**config.mk**
```make
export PLATFORM = sky130hd
export DESIGN_NAME = dmem_arbiter
export DESIGN_NICKNAME = d
export VERILOG_FILES = /design/src/rtl/dmem_arbiter.sv
export SDC_FILE = /design/constraint.sdc
export NUM_CORES = 1
export LEC_CHECK = 0
export ABC_CLOCK_PERIOD_IN_PS = 1540
export CORE_MARGIN = 2
export CORE_UTILIZATION = 30
export DETAILED_ROUTE_END_ITERATION = 7
export GPL_TIMING_DRIVEN = 0
export PLACE_DENSITY_LB_ADDON = 0.08
export SYNTH_ARGS = -nofsm -noshare
export SYNTH_HDL_FRONTEND = slang
export SYNTH_SLANG_ARGS = --single-unit
```
**constraint.sdc**
```tcl
create_clock -name clk -period 1.54 [get_ports clk]
set_input_delay 0.154 -clock clk [delete_from_list [all_inputs] [get_ports clk]]
set_output_delay 0.154 -clock clk [all_outputs]
set_load 0.02 [all_outputs]
```
**src/rtl/dmem_arbiter.sv**
```systemverilog
// Two-requester round-robin arbiter in front of a single-port data memory.
// Supports lock-held bursts, address range checking and read-data routing.
module dmem_arbiter #(
  parameter int DEPTH  = 32,
  parameter int ADDR_W = 32,
  parameter int DATA_W = 32
) (
  input  logic              clk,
  input  logic              rst_n,
  input  logic              req0_valid,
  input  logic              req0_we,
  input  logic              req0_lock,
  input  logic [ADDR_W-1:0] req0_addr,
  input  logic [DATA_W-1:0] req0_wdata,
  output logic              req0_ready,
  output logic              req0_rvalid,
  output logic [DATA_W-1:0] req0_rdata,
  output logic              req0_err,
  input  logic              req1_valid,
  input  logic              req1_we,
  input  logic              req1_lock,
  input  logic [ADDR_W-1:0] req1_addr,
  input  logic [DATA_W-1:0] req1_wdata,
  output logic              req1_ready,
  output logic              req1_rvalid,
  output logic [DATA_W-1:0] req1_rdata,
  output logic              req1_err,
  output logic              mem_MemWrite,
  output logic              mem_MemRead,
  output logic [ADDR_W-1:0] mem_Addr,
  output logic [DATA_W-1:0] mem_Wdata,
  input  logic [DATA_W-1:0] mem_Rdata
);
  localparam logic [ADDR_W-1:0] DEPTH_A = ADDR_W'(DEPTH);

  typedef enum logic [1:0] {ARB, LOCK0, LOCK1} state_t;

  state_t state, state_nxt;
  logic   rr_last;

  logic [1:0]             vld, we, lock, gnt, rvalid, err;
  logic [1:0][ADDR_W-1:0] addr;
  logic [1:0][DATA_W-1:0] wdata, rdata;

  logic              acc, gid, g_we, g_lock, in_range;
  logic [ADDR_W-1:0] g_addr, addr_q;
  logic [DATA_W-1:0] g_wdata, wdata_q;
  logic              rsp_pend, rsp_rd, rsp_id, rsp_err;

  assign vld   = {req1_valid, req0_valid};
  assign we    = {req1_we,    req0_we};
  assign lock  = {req1_lock,  req0_lock};
  assign addr  = {req1_addr,  req0_addr};
  assign wdata = {req1_wdata, req0_wdata};

  // Grant and next-state; grant is forced off while reset is asserted.
  always_comb begin
    gnt       = '0;
    state_nxt = state;
    unique case (state)
      ARB:     gnt = (vld == 2'b11) ? (rr_last ? 2'b01 : 2'b10) : vld;
      LOCK0:   gnt = {1'b0, vld[0]};
      LOCK1:   gnt = {vld[1], 1'b0};
      default: gnt = '0;
    endcase
    if (!rst_n) gnt = '0;
    acc     = |gnt;
    gid     = gnt[1];
    g_we    = we[gid];
    g_lock  = lock[gid];
    g_addr  = addr[gid];
    g_wdata = wdata[gid];
    // Full-width compare so high address bits cannot alias into range.
    in_range = (g_addr < DEPTH_A);
    if (acc)
      state_nxt = g_lock ? (gid ? LOCK1 : LOCK0) : ARB;
    else if (state != ARB)
      state_nxt = ARB;
  end

  always_ff @(posedge clk or negedge rst_n) begin
    if (!rst_n) begin
      state    <= ARB;
      rr_last  <= 1'b1;
      addr_q   <= '0;
      wdata_q  <= '0;
      rsp_pend <= 1'b0;
      rsp_rd   <= 1'b0;
      rsp_id   <= 1'b0;
      rsp_err  <= 1'b0;
    end else begin
      state    <= state_nxt;
      rsp_pend <= acc & (~g_we | ~in_range);
      rsp_rd   <= acc & ~g_we;
      rsp_err  <= acc & ~in_range;
      if (acc) begin
        rr_last <= gid;
        addr_q  <= g_addr;
        wdata_q <= g_wdata;
        rsp_id  <= gid;
      end
    end
  end

  assign mem_MemWrite = acc & g_we & in_range;
  assign mem_MemRead  = acc & ~g_we & in_range;
  assign mem_Addr     = acc ? g_addr  : addr_q;
  assign mem_Wdata    = acc ? g_wdata : wdata_q;

  // Response fan-out: only the requester that issued the access sees a pulse.
  for (genvar i = 0; i < 2; i++) begin : g_rsp
    assign rvalid[i] = rsp_pend & rsp_rd & (rsp_id == 1'(i));
    assign err[i]    = rsp_pend & rsp_err & (rsp_id == 1'(i));
    assign rdata[i]  = (rvalid[i] & ~rsp_err) ? mem_Rdata : '0;
  end

  assign req0_ready  = gnt[0];
  assign req1_ready  = gnt[1];
  assign req0_rvalid = rvalid[0];
  assign req1_rvalid = rvalid[1];
  assign req0_err    = err[0];
  assign req1_err    = err[1];
  assign req0_rdata  = rdata[0];
  assign req1_rdata  = rdata[1];

endmodule

```
* Yosys cells after proc, flatten, opt, wreduce, memory -nomap -nowiden
Index checks and enable logic that the tools add are counted. Widths: inputs -> output; s select.
Operators by class: equal/unequal tests 3, reductions and logical operators 4, $lt $le $gt $ge 2, bitwise operators 19, multiplexer cells 20
Operator list (count):
- $mux 32 | 8
- $lt 32x6->1 const B | 1
- $and 1x1->1 | 14
- $mux 2 | 7
- $pmux 2 s3 | 1
- $eq 2x2->1 const B | 2
- $mux 1 | 4
- $not 1->1 | 4
- $reduce_bool 2->1 | 2
- $eq 2x1->1 const B | 1
- $logic_not 2->1 | 1
- $lt 1x2->1 const B | 1
- $reduce_or 2->1 | 1
- $or 1x1->1 | 1
Word-level totals: logic and storage cells 56, input port bits 168, output and inout bits 136, bits in registers 71

* Longest topological paths before layout
depth in word-level cells 10, gate-level depth with buffers 7, mapped depth without buffers 5

* Worst setup path after synthesis
OpenSTA, ideal clock, no wires.
path type register to output, start point register rr_last, end point output port mem_MemWrite, data required time 1386 ps, buffers on the path 1, stages on the path, launching flop included 6, slack -217 ps, arrival time 1603 ps, path through dfstp_2 -> nor3b_1 -> nor2_1 -> buf_2 -> nand2_1 -> a211oi_2
Between the ends: elaborated cells on any way between the ends 12, those cells by class order compare (1); mux (8); bitwise (2); reduce/logical (1)
RTL lines:
- start: declaration | RTL line 39 | logic rr_last;
- start signal: assignment | RTL line 97 | rr_last <= gid;
- $mux 2 (2 in series) | RTL line 61 | ARB: gnt = (vld == 2'b11) ? (rr_last ? 2'b01 : 2'b10) : vld;
- $pmux 2 s3 | RTL line 60 | unique case (state)
- $mux 2 | RTL line 66 | if (!rst_n) gnt = '0;
- net req0_ready | RTL line 15 | output logic req0_ready,
- $reduce_or 2->1 | RTL line 67 | acc = |gnt;
- $and 1x1->1 (2 in series) | RTL line 105 | assign mem_MemWrite = acc & g_we & in_range;
- end: declaration | RTL line 28 | output logic mem_MemWrite,
The timed path passes the listed nets, and every way through them passes these cells. The select of a mux whose other input is x is not followed.

* Worst setup path after layout
start point register state[1], end point output port mem_Wdata[6]
Between the ends: longest elaborated chain between the ends 6, elaborated cells on any way between the ends 9, those cells by class eq/ne (2); mux (5); reduce/logical (2)
Ends and longest elaborated chain:
- start: declaration | RTL line 38 | state_t state, state_nxt;
- start signal: assignment | RTL line 92 | state <= state_nxt;
- $eq 2x2->1, or another cell as far along | RTL line 60
- $pmux 2 s3 (*) | RTL line 60
- $mux 2 (*) | RTL line 66
- $mux 32 (implied by the code) (2 in series) | RTL line 72 | g_wdata = wdata[gid];
- $mux 32 (*) | RTL line 108 | assign mem_Wdata = acc ? g_wdata : wdata_q;
- end: declaration | RTL line 31 | output logic [DATA_W-1:0] mem_Wdata,
Mark *: on every way between the ends. The rest lies on a longest branch, timed or not. The select of a mux whose other input is x is not followed.

==> load_flow_metrics.sql <==
INSERT INTO impl_metrics (metric_group, metric, value, unit) VALUES
('synthesis', 'warnings_synthesis', '0', ''),
('detailed_routing', 'drtIter0Drc', '209', ''),
('critical_path', 'start_kind', 'register', ''),
('synthesis', 'postSynthAreaPerCell', '9.363', 'um2'),
('detailed_routing', 'detail_route.first_pass.iterations', '4', ''),
('sta', 'final.setup.tns', '-65530', 'ps'),
('sta', 'final_critical_path_setup_slack', '-715.0', 'ps'),
('synthesis', 'post_synth_inst_count', '410', ''),
('critical_path', 'r2r_start', 'state[1]', ''),
('layout', 'num_antenna_cells', '0', ''),
('clock_network', 'tritoncts.num_buffers', '9', ''),
('place', 'hpwl', '12560', 'um'),
('critical_path', 'r2r_setup_slk', '-290', 'ps'),
('layout', 'area_growth_syn_to_layout', '160.0', '%'),
('grt', 'grt-ovfl-total', '0', ''),
('critical_path', 'worstReg2RegEnd', 'wdata_q[13]', ''),
('grt', 'grt_util_met3', '0.07518', ''),
('power', 'internal-power', '5.817', 'mW'),
('power', 'sequentialPowerShare', '0.289', ''),
('place', 'finalWeightedCongestion', '0.8503', ''),
('detailed_routing', 'ant_nets', '0', ''),
('place', 'pre_cts_slack', '-1693', 'ps'),
('layout', 'fraction_of_layout_instances_using_a_drive_strength_above_1', '0.5949', ''),
('outcome', 'run_status', 'finished with violations', ''),
('die', 'die_x', '117.1', 'um'),
('synthesis', 'synth_seq_cells', '71', ''),
('detailed_routing', 'num_vias', '4628', ''),
('layout', 'num-fill-cells', '730', ''),
('die', 'design.die.area', '13720', 'um2'),
('clock_network', 'cts.reportedPaths.clkPinSlew', '60', 'ps'),
('sta', 'setup_violating_endpoint_count_in_the_final_report', '198', ''),
('critical_path', 'critical_path_required', '1390', 'ps'),
('synthesis', 'yosysTopAreaCellShare', '0.4563', ''),
('critical_path', 'data_arrival_time_of_the_worst_path', '2100', 'ps'),
('die', 'die_ht', '117.1', 'um'),
('grt', 'met1_usage', '0.2745', ''),
('grt', 'first_pass_grt_wire_length', '25240', 'um'),
('grt', 'grt_util_met2', '0.4412', ''),
('grt', 'grt_start_max_net_pins', '32', ''),
('layout', 'nets', '949', ''),
('sta', 'slew_headroom', '0.7064', ''),
('power', 'power.leakage', '4.122', 'nW'),
('sta', 'timing.final.hold_violations', '0', ''),
('synthesis', 'synth_cell_types', '33', ''),
('grt', 'number_of_global_route_vias_before_repair', '4700', ''),
('detailed_routing', 'drt-total-wl', '18550', 'um'),
('synthesis', 'synth_area_leader_cell', 'sky130_fd_sc_hd__dfrtp_1', ''),
('sta', 'finalClockSkew', '9.543', 'ps'),
('grt', 'gr-max-usage-layer', 'met2', ''),
('sta', 'grt_setup_unrepaired', 'true', ''),
('die', 'io_pins', '304', ''),
('power', 'vdd_ir_drop_max', '920.4', 'uV'),
('power', 'net-switching-power', '2.988', 'mW'),
('clock_network', 'source_to_sink_clock_delay_at_the_later_pin_of_the_worst_skew_pair', '340', 'ps'),
('clock_network', 'h-tree-depth', '3', ''),
('synthesis', 'mappedNetlistNets', '578', ''),
('power', 'portion_of_total_power_attributed_to_combinational_logic', '0.481', ''),
('power', 'clock_power_share', '0.230', ''),
('detailed_routing', 'via_per_inst', '4.836', ''),
('clock_network', 'cts-root-to-sink-buffers', '2', ''),
('place', 'port_buffers', '303', ''),
('power', 'power.total', '8.805', 'mW'),
('clock_network', 'cts.root.buffer_cell', 'sky130_fd_sc_hd__clkbuf_16', ''),
('layout', 'mostFrequentLayoutCells', 'sky130_fd_sc_hd__clkdlybuf4s50_1 (163), sky130_fd_sc_hd__buf_6 (138), sky130_fd_sc_hd__dfrtp_1 (69)', ''),
('outcome', 'violations', 'setup timing', ''),
('detailed_routing', 'route.detailed.drc', '0', ''),
('synthesis', 'synth_area_leaders', 'sky130_fd_sc_hd__dfrtp_1 (46%), sky130_fd_sc_hd__mux2i_1 (17%), sky130_fd_sc_hd__and2_1 (11%), sky130_fd_sc_hd__o21ai_1 (8.3%), sky130_fd_sc_hd__nand2_1 (6.9%)', ''),
('die', 'core_area', '12570', 'um2'),
('clock_network', 'tritoncts', 'built', ''),
('die', 'fp-row-count', '41', ''),
('grt', 'antenna_found_initial', '0', '');
[layer usage]
layer,routed length (um),share of wire
met4,398,0.021
met5,0,0
met3,1343,0.072
met2,9980,0.54
met1,6824,0.37
[worst max path at each step]
stage	from	endpoint	slack, ps	depth (start not counted)
after global routing	state[1]	mem_Wdata[6]	-810	8
after global placement	rst_n	mem_Addr[1]	-4180	9
final	state[1]	mem_Wdata[6]	-710	8
after CTS	rr_last	mem_MemWrite	-660	6
after floorplan	rr_last	mem_MemRead	-130	4
after detailed placement	rst_n	mem_Addr[1]	-1690	10
[power by group through the flow]
stage          Clock [mW]  Sequential, mW  Combinational [mW]
6_report             2.02            2.55                4.23
3_3_place_gp            0            2.39                3.12
4_1_cts              2.06            2.48                3.62
5_1_grt              2.15            2.58                4.45
2_1_floorplan           0            2.37                1.66
3_5_place_dp            0            2.41                3.17
[repair_timing]
action / in CTS / in global routing
hold endpoints to repair: 70 / 0
cloned: 5 / 4
hold buffers: 8 / 0
gates resized for setup: 644 / 450
setup endpoints to repair: 203 / 202
setup buffers: 11 / 30
pin swaps: 11 / 55
[layout make-up]
cell class | count | area (um2) | share of cell area
flip-flops and latches | 71 | 1779 | 0.1783
plain buffers | 26 | 419.2 | 0.04200
well taps | 172 | 215.2 | 0.02156
clock inverters | 4 | 47.55 | 0.004764
clock buffers | 11 | 232.7 | 0.02332
repair buffers | 361 | 3847 | 0.3855
inverters | 2 | 10.01 | 0.001003
multi-input cells | 310 | 3430 | 0.3436
[synthesized netlist by cell type]
library cell,number
sky130_fd_sc_hd__mux2i_1,64
sky130_fd_sc_hd__and2_1,65
sky130_fd_sc_hd__nand3b_1,2
sky130_fd_sc_hd__a21oi_1,1
sky130_fd_sc_hd__dfrtp_1,70
sky130_fd_sc_hd__nor3b_1,1
sky130_fd_sc_hd__or4_1,1
sky130_fd_sc_hd__inv_1,1
sky130_fd_sc_hd__dfstp_2,1
sky130_fd_sc_hd__o22a_1,2
sky130_fd_sc_hd__o21ai_0,1
sky130_fd_sc_hd__nor4_1,9
sky130_fd_sc_hd__nand3_1,5
sky130_fd_sc_hd__inv_2,1
sky130_fd_sc_hd__nor3b_2,1
sky130_fd_sc_hd__o21ai_1,64
sky130_fd_sc_hd__nor2b_1,1
sky130_fd_sc_hd__o22ai_1,1
sky130_fd_sc_hd__nand2_1,71
sky130_fd_sc_hd__or2_2,1
sky130_fd_sc_hd__nor2_1,7
sky130_fd_sc_hd__clkbuf_1,11
sky130_fd_sc_hd__mux2_1,1
sky130_fd_sc_hd__a211oi_2,1
sky130_fd_sc_hd__nor3_1,3
sky130_fd_sc_hd__and3_1,3
sky130_fd_sc_hd__o32ai_1,1
sky130_fd_sc_hd__o2bb2ai_1,1
sky130_fd_sc_hd__buf_2,15
sky130_fd_sc_hd__and3b_1,1
sky130_fd_sc_hd__a211o_1,1
sky130_fd_sc_hd__buf_4,1
sky130_fd_sc_hd__nand4_1,1
[kinds of logic (layout without fill, tap and decap cells)]
kind of cell,count (synthesis),in the layout,share of synthesized area
DFF,71,71,0.4632
muxes,65,65,0.1698
buffers and inverters,29,404,0.03422
and+or+nand+nor,172,172,0.2304
AOI/OAI and AO/OA,73,73,0.1023
[flip-flops by register name (all words and copies together), names as in the netlist]
signal	cells
addr_q	32
rr_last	1
rsp_err	1
rsp_id	1
rsp_pend	1
rsp_rd	1
state	2
wdata_q	32
[worst max-delay path, cell delays in order, from the launching register on]
cell	delay (ps)
sky130_fd_sc_hd__dfrtp_1	380
sky130_fd_sc_hd__nand3b_1	240
sky130_fd_sc_hd__nor2_4	210
sky130_fd_sc_hd__buf_12	170
sky130_fd_sc_hd__buf_12	120
sky130_fd_sc_hd__buf_12	130
sky130_fd_sc_hd__mux2i_2	230
sky130_fd_sc_hd__o21ai_2	120
sky130_fd_sc_hd__buf_6	140
[through the flow]
step           std cells    util  hold slack, ps  cell area (um2)
4_1_cts              924  0.7021           22.12             8825
3_5_place_dp         886  0.6103           126.8             7670
3_3_place_gp         885  0.6089           460.0             7652
2_1_floorplan        410       -          -141.6             4404
6_report             957  0.7941           31.62             9981
5_1_grt              957  0.7941           42.91             9981
Power figures use the tool's default switching activity.
